==> config.mk <==
export PLATFORM = sky130hd
export DESIGN_NAME = eth_tx
export DESIGN_NICKNAME = d
export VERILOG_FILES = /design/src/rtl/eth_tx.sv
export SDC_FILE = /design/constraint.sdc
export NUM_CORES = 1
export LEC_CHECK = 0
export ABC_AREA = 1
export CORE_MARGIN = 4
export CORE_UTILIZATION = 45
export DETAILED_ROUTE_END_ITERATION = 10
export GPL_TIMING_DRIVEN = 0
export PLACE_DENSITY = 0.65
export SLEW_MARGIN = 40
export SYNTH_ARGS = -nofsm -noshare
export SYNTH_HDL_FRONTEND = slang
export SYNTH_SLANG_ARGS = --single-unit
export TNS_END_PERCENT = 10
==> constraint.sdc <==
create_clock -name Clk -period 1.7 [get_ports Clk]
set_input_delay 0.34 -clock Clk [delete_from_list [all_inputs] [get_ports Clk]]
set_output_delay 0.34 -clock Clk [all_outputs]
set_load 0.03 [all_outputs]
==> src/rtl/eth_tx.sv <==
// RMII transmit framer: preamble/SFD insertion, zero padding, CRC-32 FCS
// and inter-packet gap around a valid/ready byte stream.
module eth_tx #(
    parameter int pPREAMBLE_BYTES  = 7,
    parameter int pMIN_FRAME_BYTES = 60,
    parameter int pIPG_BYTES       = 12
) (
    input  logic       Clk,
    input  logic       Rst,
    input  logic [7:0] Tx_Data,
    input  logic       Tx_Valid,
    input  logic       Tx_Last,
    output logic       Tx_Ready,
    output logic [1:0] Txd,
    output logic       Tx_En,
    output logic       Busy,
    output logic       Underrun
);

    typedef enum logic [2:0] {
        sIdle,
        sPreamble,
        sSfd,
        sData,
        sPad,
        sFcs,
        sIpg
    } state_t;

    localparam logic [31:0] cPoly     = 32'hEDB8_8320;
    localparam logic [7:0]  cPreByte  = 8'h55;
    localparam logic [7:0]  cSfdByte  = 8'hD5;
    localparam logic [15:0] cPreLast  = 16'(pPREAMBLE_BYTES - 1);
    localparam logic [15:0] cIpgLast  = 16'(4 * pIPG_BYTES - 1);
    localparam logic [10:0] cMin      = 11'(pMIN_FRAME_BYTES);

    state_t      state;
    logic [1:0]  dibitCnt;
    logic [15:0] cnt;
    logic [10:0] byteCnt;
    logic        lastByte;
    logic [31:0] shiftReg;
    logic [31:0] crc;
    logic [31:0] crcNext;
    logic [31:0] fcsWord;
    logic        start;

    // Two reflected CRC steps, low bit of the dibit first.
    function automatic logic [31:0] crcDibit(input logic [31:0] c,
                                             input logic [1:0]  d);
        logic [31:0] r;
        logic        fb;
        r = c;
        for (int i = 0; i < 2; i++) begin
            fb = r[0] ^ d[i];
            r  = {1'b0, r[31:1]} ^ (fb ? cPoly : 32'h0);
        end
        return r;
    endfunction

    assign crcNext = crcDibit(crc, Txd);
    assign fcsWord = ~crcNext;

    // A pending frame may start straight out of the last IPG cycle.
    assign start = Tx_Valid &&
                   (state == sIdle ||
                    (state == sIpg && cnt == cIpgLast));

    always_ff @(posedge Clk) begin
        if (Rst) begin
            state    <= sIdle;
            dibitCnt <= 2'd0;
            cnt      <= 16'd0;
            byteCnt  <= 11'd0;
            lastByte <= 1'b0;
            shiftReg <= 32'h0;
            crc      <= 32'h0;
            Txd      <= 2'b00;
            Tx_En    <= 1'b0;
            Tx_Ready <= 1'b0;
            Busy     <= 1'b0;
            Underrun <= 1'b0;
        end else begin
            Tx_Ready <= 1'b0;
            Underrun <= 1'b0;
            Txd      <= shiftReg[1:0];
            shiftReg <= {2'b00, shiftReg[31:2]};
            dibitCnt <= dibitCnt + 2'd1;
            if (state == sData || state == sPad)
                crc <= crcNext;

            if (start) begin
                state    <= sPreamble;
                dibitCnt <= 2'd0;
                cnt      <= 16'd0;
                byteCnt  <= 11'd0;
                lastByte <= 1'b0;
                Txd      <= cPreByte[1:0];
                shiftReg <= {26'h0, cPreByte[7:2]};
                Tx_En    <= 1'b1;
                Busy     <= 1'b1;
            end else if (Tx_Ready) begin
                if (Tx_Valid) begin
                    state    <= sData;
                    lastByte <= Tx_Last;
                    byteCnt  <= (byteCnt == 11'h7FF) ?
                                byteCnt : byteCnt + 11'd1;
                    Txd      <= Tx_Data[1:0];
                    shiftReg <= {26'h0, Tx_Data[7:2]};
                end else begin
                    state    <= sIpg;
                    cnt      <= 16'd0;
                    Tx_En    <= 1'b0;
                    Txd      <= 2'b00;
                    shiftReg <= 32'h0;
                    Underrun <= 1'b1;
                end
            end else begin
                unique case (state)
                    sIdle: begin
                        Txd      <= 2'b00;
                        dibitCnt <= 2'd0;
                    end
                    sPreamble: begin
                        if (dibitCnt == 2'd3) begin
                            if (cnt == cPreLast) begin
                                state    <= sSfd;
                                crc      <= 32'hFFFF_FFFF;
                                Txd      <= cSfdByte[1:0];
                                shiftReg <= {26'h0, cSfdByte[7:2]};
                            end else begin
                                cnt      <= cnt + 16'd1;
                                Txd      <= cPreByte[1:0];
                                shiftReg <= {26'h0, cPreByte[7:2]};
                            end
                        end
                    end
                    sSfd: begin
                        if (dibitCnt == 2'd2)
                            Tx_Ready <= 1'b1;
                    end
                    sData, sPad: begin
                        if (state == sData && dibitCnt == 2'd2 && !lastByte)
                            Tx_Ready <= 1'b1;
                        if (dibitCnt == 2'd3) begin
                            if (byteCnt < cMin) begin
                                state    <= sPad;
                                byteCnt  <= byteCnt + 11'd1;
                                Txd      <= 2'b00;
                                shiftReg <= 32'h0;
                            end else begin
                                state    <= sFcs;
                                cnt      <= 16'd0;
                                Txd      <= fcsWord[1:0];
                                shiftReg <= {2'b00, fcsWord[31:2]};
                            end
                        end
                    end
                    sFcs: begin
                        if (dibitCnt == 2'd3) begin
                            if (cnt == 16'd3) begin
                                state <= sIpg;
                                cnt   <= 16'd0;
                                Tx_En <= 1'b0;
                                Txd   <= 2'b00;
                            end else begin
                                cnt <= cnt + 16'd1;
                            end
                        end
                    end
                    sIpg: begin
                        Txd <= 2'b00;
                        if (cnt == cIpgLast) begin
                            state <= sIdle;
                            cnt   <= 16'd0;
                            Busy  <= 1'b0;
                        end else begin
                            cnt <= cnt + 16'd1;
                        end
                    end
                    default: state <= sIdle;
                endcase
            end
        end
    end

endmodule

# After elaboration in Yosys (flattened, before gate mapping)
# Cells that the tools add are included.
# word_totals
register_bits	103
input_bits	12
output_inout_bits	6
elab_cells	156
# classes
addsub	3
n_lt_le_gt_ge	1
n_eq_ne	33
mux	68
bitwise	6
reduce_logical	30
# ops
op	n
2-to-1 mux 32 bit	8
2-to-1 mux 16 bit	9
2-to-1 mux 30 bit	4
2-to-1 mux 11 bit	6
one-hot mux 16 bit (4 select lines)	1
XOR 31 x 32 -> 32 bit	2
one-hot mux 30 bit (2 select lines)	1
inverter 32 bit	1
2-to-1 mux 3 bit	8
inequality test 3 bit, second input constant	7
AND reduction 7 bit	3
inequality test 4 bit, second input constant	5
2-to-1 mux 2 bit	9
adder 16 x 1 -> 16 bit, second input constant	1
== test 16 x 2 -> 1 bit, second input constant	1
== test 16 x 3 -> 1 bit, second input constant	1
== test 16 x 6 -> 1 bit, second input constant	1
2-to-1 mux 1 bit	16
one-hot mux 3 bit (5 select lines)	1
2-to-1 mux 6 bit	2
adder 11 x 1 -> 11 bit, second input constant	1
== test 11 bit, second input constant	1
< comparator 11 x 6 -> 1 bit, second input constant	1
nonzero test 2 bit	5
other kinds (27)	46

# Logic depth before layout (Yosys ltp)
# logic_depth
word_depth	12
mapped_depth	14
mapped_depth_nobuf	13

# Least setup slack after synthesis
# Ideal clock, no wire load.
# synth_timing
path_kind	register to register
startpoint	reg Tx_Ready
endpoint	reg cnt[3]
setup_time_ns	0.111
arrival_time_ns	1.571
required_ns	1.589
path_slack_ns	0.019
path_stages_with_launch	10
path_buffers	1
period_less_slack_ns	1.681
path_cell_list	dfxtp_1 inv_2 or2_1 nand2_1 nand3_2 nor2_4 buf_6 nand3_1 nand2_1 nor2_1
# synth_via
elab_chain_cells	2
word_cells_on_any_way	9
classes_between	eq/ne: 6; mux: 1; reduce/logical: 2
# synth_rtl
item	line_no	rtl
start: declaration	13	output logic Tx_Ready,
start signal: assignment	80	Tx_Ready <= 1'b0;
start signal: assignment	84	Tx_Ready <= 1'b0;
start signal: assignment	140	Tx_Ready <= 1'b1;
inequality test 3 bit (no source line) (tied with other cells)	--	
AND reduction 7 bit (no source line)	--	
end signal: assignment	132	cnt <= cnt + 16'd1;
end signal: assignment	167	cnt <= cnt + 16'd1;
end signal: assignment	178	cnt <= cnt + 16'd1;
end: declaration	39	logic [15:0] cnt;
# Parallel ways exist; a longest one is shown, timed or not.
# A chain may end at the register's enable or synchronous reset.

# Worst setup path after layout
# layout_timing
startpoint	reg cnt[1]
endpoint	reg shiftReg[19]
# layout_via
elab_chain_cells	5
# layout_rtl
item	line_no	rtl
== test 16 x 6 -> 1 bit	67	(state == sIpg && cnt == cIpgLast));
logical AND 1 bit	67	
logical OR 1 bit	66	(state == sIdle ||
logical AND 1 bit	65	assign start = Tx_Valid &&
OR reduction 2 bit (no source line)	--	
end signal: assignment	87	shiftReg <= {2'b00, shiftReg[31:2]};
end signal: assignment	99	shiftReg <= {26'h0, cPreByte[7:2]};
end signal: assignment	109	shiftReg <= {26'h0, Tx_Data[7:2]};
end: declaration	42	logic [31:0] shiftReg;
# Every way passes these cells.

==> results_dict.tcl <==
set metrics [dict create \
    pin_count 18 \
    p_leak_nw 2.50 \
    track_usage_pct 20.2 \
    drtIter0Drc 376 \
    synth_warnings 0 \
    use_met1_pct 27.1 \
    netSwitchingFraction_pct 26.3 \
    max_freq_ghz 0.579 \
    grt_pass1_vias 4475 \
    yosys-top-cells-area "dfxtp_1 40%, nand2_1 14%, nand3_1 7.4%" \
    insertion_delay_ps 380 \
    dp_hpwl_um 8960 \
    p_clk_share_pct 35.1 \
    rsz0062_at_grt "yes" \
    slew_viol_final 0 \
    overflow 0 \
    top_usage_layer "met2" \
    cts_root_buf "clkbuf_8" \
    skew_ps 15.0 \
    pwr-share-seq_pct 55.4 \
    die_h_um 114 \
    dr.pass1.iters 6 \
    max_cap_violations 0 \
    path_buf_inv 2 \
    drive_above_1_share_pct 20.9 \
    cpPeakStageDelay_ps 390 \
    grt_antenna_before_repair 0 \
    cp.required_ps 1980 \
    hold_ws_ps 457 \
    routed_via_density 5.19 \
    synthesis.instances 725 \
    dieWidth_um 114 \
    cts_max_level 3 \
    holdBufCountCts 0 \
    num_vias 4802 \
    cts_tree "yes" \
    irDropWorstVdd_uv 530 \
    syn_nets 742 \
    yosysUniqueCellTypes 37 \
    placement_rows 38 \
    crit_path_frequent_cell "nor2_4" \
    drcViolationCount 0 \
    power_density_nw_per_um2 695 \
    ys_seq_area_share_pct 40.2 \
    violations "negative setup slack" \
    grt_util_met2_pct 32.2 \
    crit_fanout 8 \
    path_cells "ha_4, nand3_4, nor2_4, nand3_2, nand2_2, nand2_4, nand2_8, nor2_4, buf_12, buf_2, nand3_1, nand2_1" \
    setup_violations 11 \
    port_buffers 17 \
    die_area_sq_um 12900 \
    cts_made_buffers 9 \
    grt_max_degree 18 \
    finalHoldViolCount 0 \
    routed_wl_um 12900 \
    p_switching_mw 1.14 \
    min_path_type "reg2reg" \
    clockBufferDepth 2 \
    cp-end-kind "flop" \
    ant_nets 0 \
    arrival_ps 2010 \
    finalWeightedCongestion 0.840 \
    core_region_area_sq_um 10900 \
    netlist_area_sq_um 5030 \
    synth_top_area_share_pct 40.2 \
    slowest_stage "dfxtp_4" \
    cp-start-kind "flop" \
    gr-usage-met3_pct 4.14 \
    instances_no_fill 925 \
    yosys_register_bits 101 \
    setup_ws_ps -26.9 \
    synth_area_per_cell_sq_um 6.93 \
    comb_power_share_pct 9.5 \
    critical-path-top-delay-family "simple AND/OR/NAND/NOR gates" \
    wl_per_cell_um 14.0 \
    nets 797 \
    syn_to_final_growth_pct 23.6 \
    grt_pass1_wl_um 21200 \
    critPathKind "reg2reg" \
    yosysTopAreaCell "dfxtp_1" \
    slew-limit-headroom_pct 56.3 \
    outcome "finished with violations" \
    dp.cells 882 \
    worst_pin_slew_ps 656 \
    p_int_mw 3.18 \
    fin_crit_sh_pct 102 \
    start_util_pct 46.2 \
    design_area_sq_um 6220 \
    period_minus_slack_ps 1730 \
    placed_area_sq_um 5370 \
    nFillCells 1006 \
    numClockSinks 101 \
    antenna_cells 0 \
    clk_pin_slew_ps 100 \
]
[state kept, by name, summed over array words and instances (netlist names)]
signal / count
Underrun: 1
crc: 32
byteCnt: 11
cnt: 16
state: 3
Busy: 1
lastByte: 1
dibitCnt: 2
shiftReg: 30
Tx_Ready: 1
Txd: 2
Tx_En: 1
[placed cells by master (no fill, tap or decap), types with 3 or more instances in the layout]
cell,count
clkdlybuf4s50_1,11
nand2_4,11
o21bai_1,3
inv_2,8
a21o_1,3
o21ai_0,40
buf_12,3
clkbuf_1,6
clkbuf_8,11
dfxtp_4,4
clkbuf_4,3
dfxtp_1,85
o21ai_1,15
xor2_1,18
a31oi_1,8
nor2_4,9
inv_1,54
clkbuf_2,4
a21oi_2,5
buf_4,27
nor2_1,55
buf_6,10
nor3_1,4
xnor2_1,5
nand3_1,64
nand2_1,175
nand4_1,7
nand2_2,13
a21oi_1,52
dfxtp_2,12
nand3_2,12
nor2_2,6
dlygate4sd2_1,6
[metrics by stage]
stage                     TNS (ps)  power, mW  util, %  setup slack, ps
after global placement      -19340       2.75     49.3             -392
after global routing         -4320       4.48     57.1             -125
after detailed placement    -19900       2.76     49.3             -414
after CTS                     -234       4.28     52.7            -49.2
after floorplan                  0       2.65        -             18.9
final                         -143       4.32     57.1            -26.9
[layer usage]
metal  vias to the layer above  part of all wire [%]
met2                       100                    47
met1                      2218                    47
li1                       2465                     -
met4                         0                   1.7
met5                         -                     0
met3                        19                   4.0
[worst min-delay path, stage by stage, from the launching register on]
cell	delay, ps
dfxtp_1	310
nand3_1	70
nand2_1	50
[path summary, 6_finish.rpt]
check | from | endpoint | slack (ps) | cells after the start
worst max-delay path | cnt[1] | shiftReg[19] | -30 | 12
worst max register to register | cnt[1] | shiftReg[19] | -30 | 12
worst min-delay path | shiftReg[24] | shiftReg[22] | 460 | 2
worst min register to register | shiftReg[24] | shiftReg[22] | 460 | 2
[cells by family after synthesis]
| logic type | synth area share [%] |
|---|---|
| flip-flops | 40.2 |
| AND/OR/NAND/NOR | 31.5 |
| XOR/XNOR | 5.25 |
| adder cells (fa/ha/maj) | 1.24 |
| buffers and inverters | 7.54 |
| AO/OA/AOI/OAI | 14.3 |
[layout make-up]
| type | instances | area [sq um] | share of cell area, % |
|---|---|---|---|
| Multi-Input combinational cell | 530 | 2920 | 47.0 |
| Sequential cell | 101 | 2050 | 33.0 |
| Timing Repair Buffer | 44 | 408 | 6.56 |
| Inverter | 64 | 245 | 3.95 |
| Buffer | 30 | 224 | 3.60 |
| Tap cell | 140 | 175 | 2.82 |
| Clock buffer | 11 | 151 | 2.44 |
| Clock inverter | 5 | 38.8 | 0.624 |
[synthesized netlist by cell type, drive strengths merged]
cell    number
a21o         3
nand3       77
xor2        20
xnor2        8
nand4        7
o21ai       58
clkbuf      14
or2          4
nor2        70
nor3         4
a31oi       10
a21oi       57
a22oi        1
a21boi       1
o21bai       3
ha           5
dfxtp      101
a32oi        1
nor4         1
nand2      200
buf         16
inv         64
[power groups by stage]
stage	clock (mW)	sequential (mW)	combinational, mW
after floorplan	0	2.46	0.193
after global placement	0	2.45	0.304
after detailed placement	0	2.45	0.307
after CTS	1.55	2.39	0.338
after global routing	1.64	2.39	0.445
final	1.51	2.39	0.411
[repair_timing]
item / in CTS / in global routing
setup buffers: 4 / 21
setup endpoints to repair: 101 / 96
pin swaps: 7 / 17
cloned: 0 / 2
gates resized for setup: 59 / 87
No activity file was read; power rests on OpenSTA's default activity.
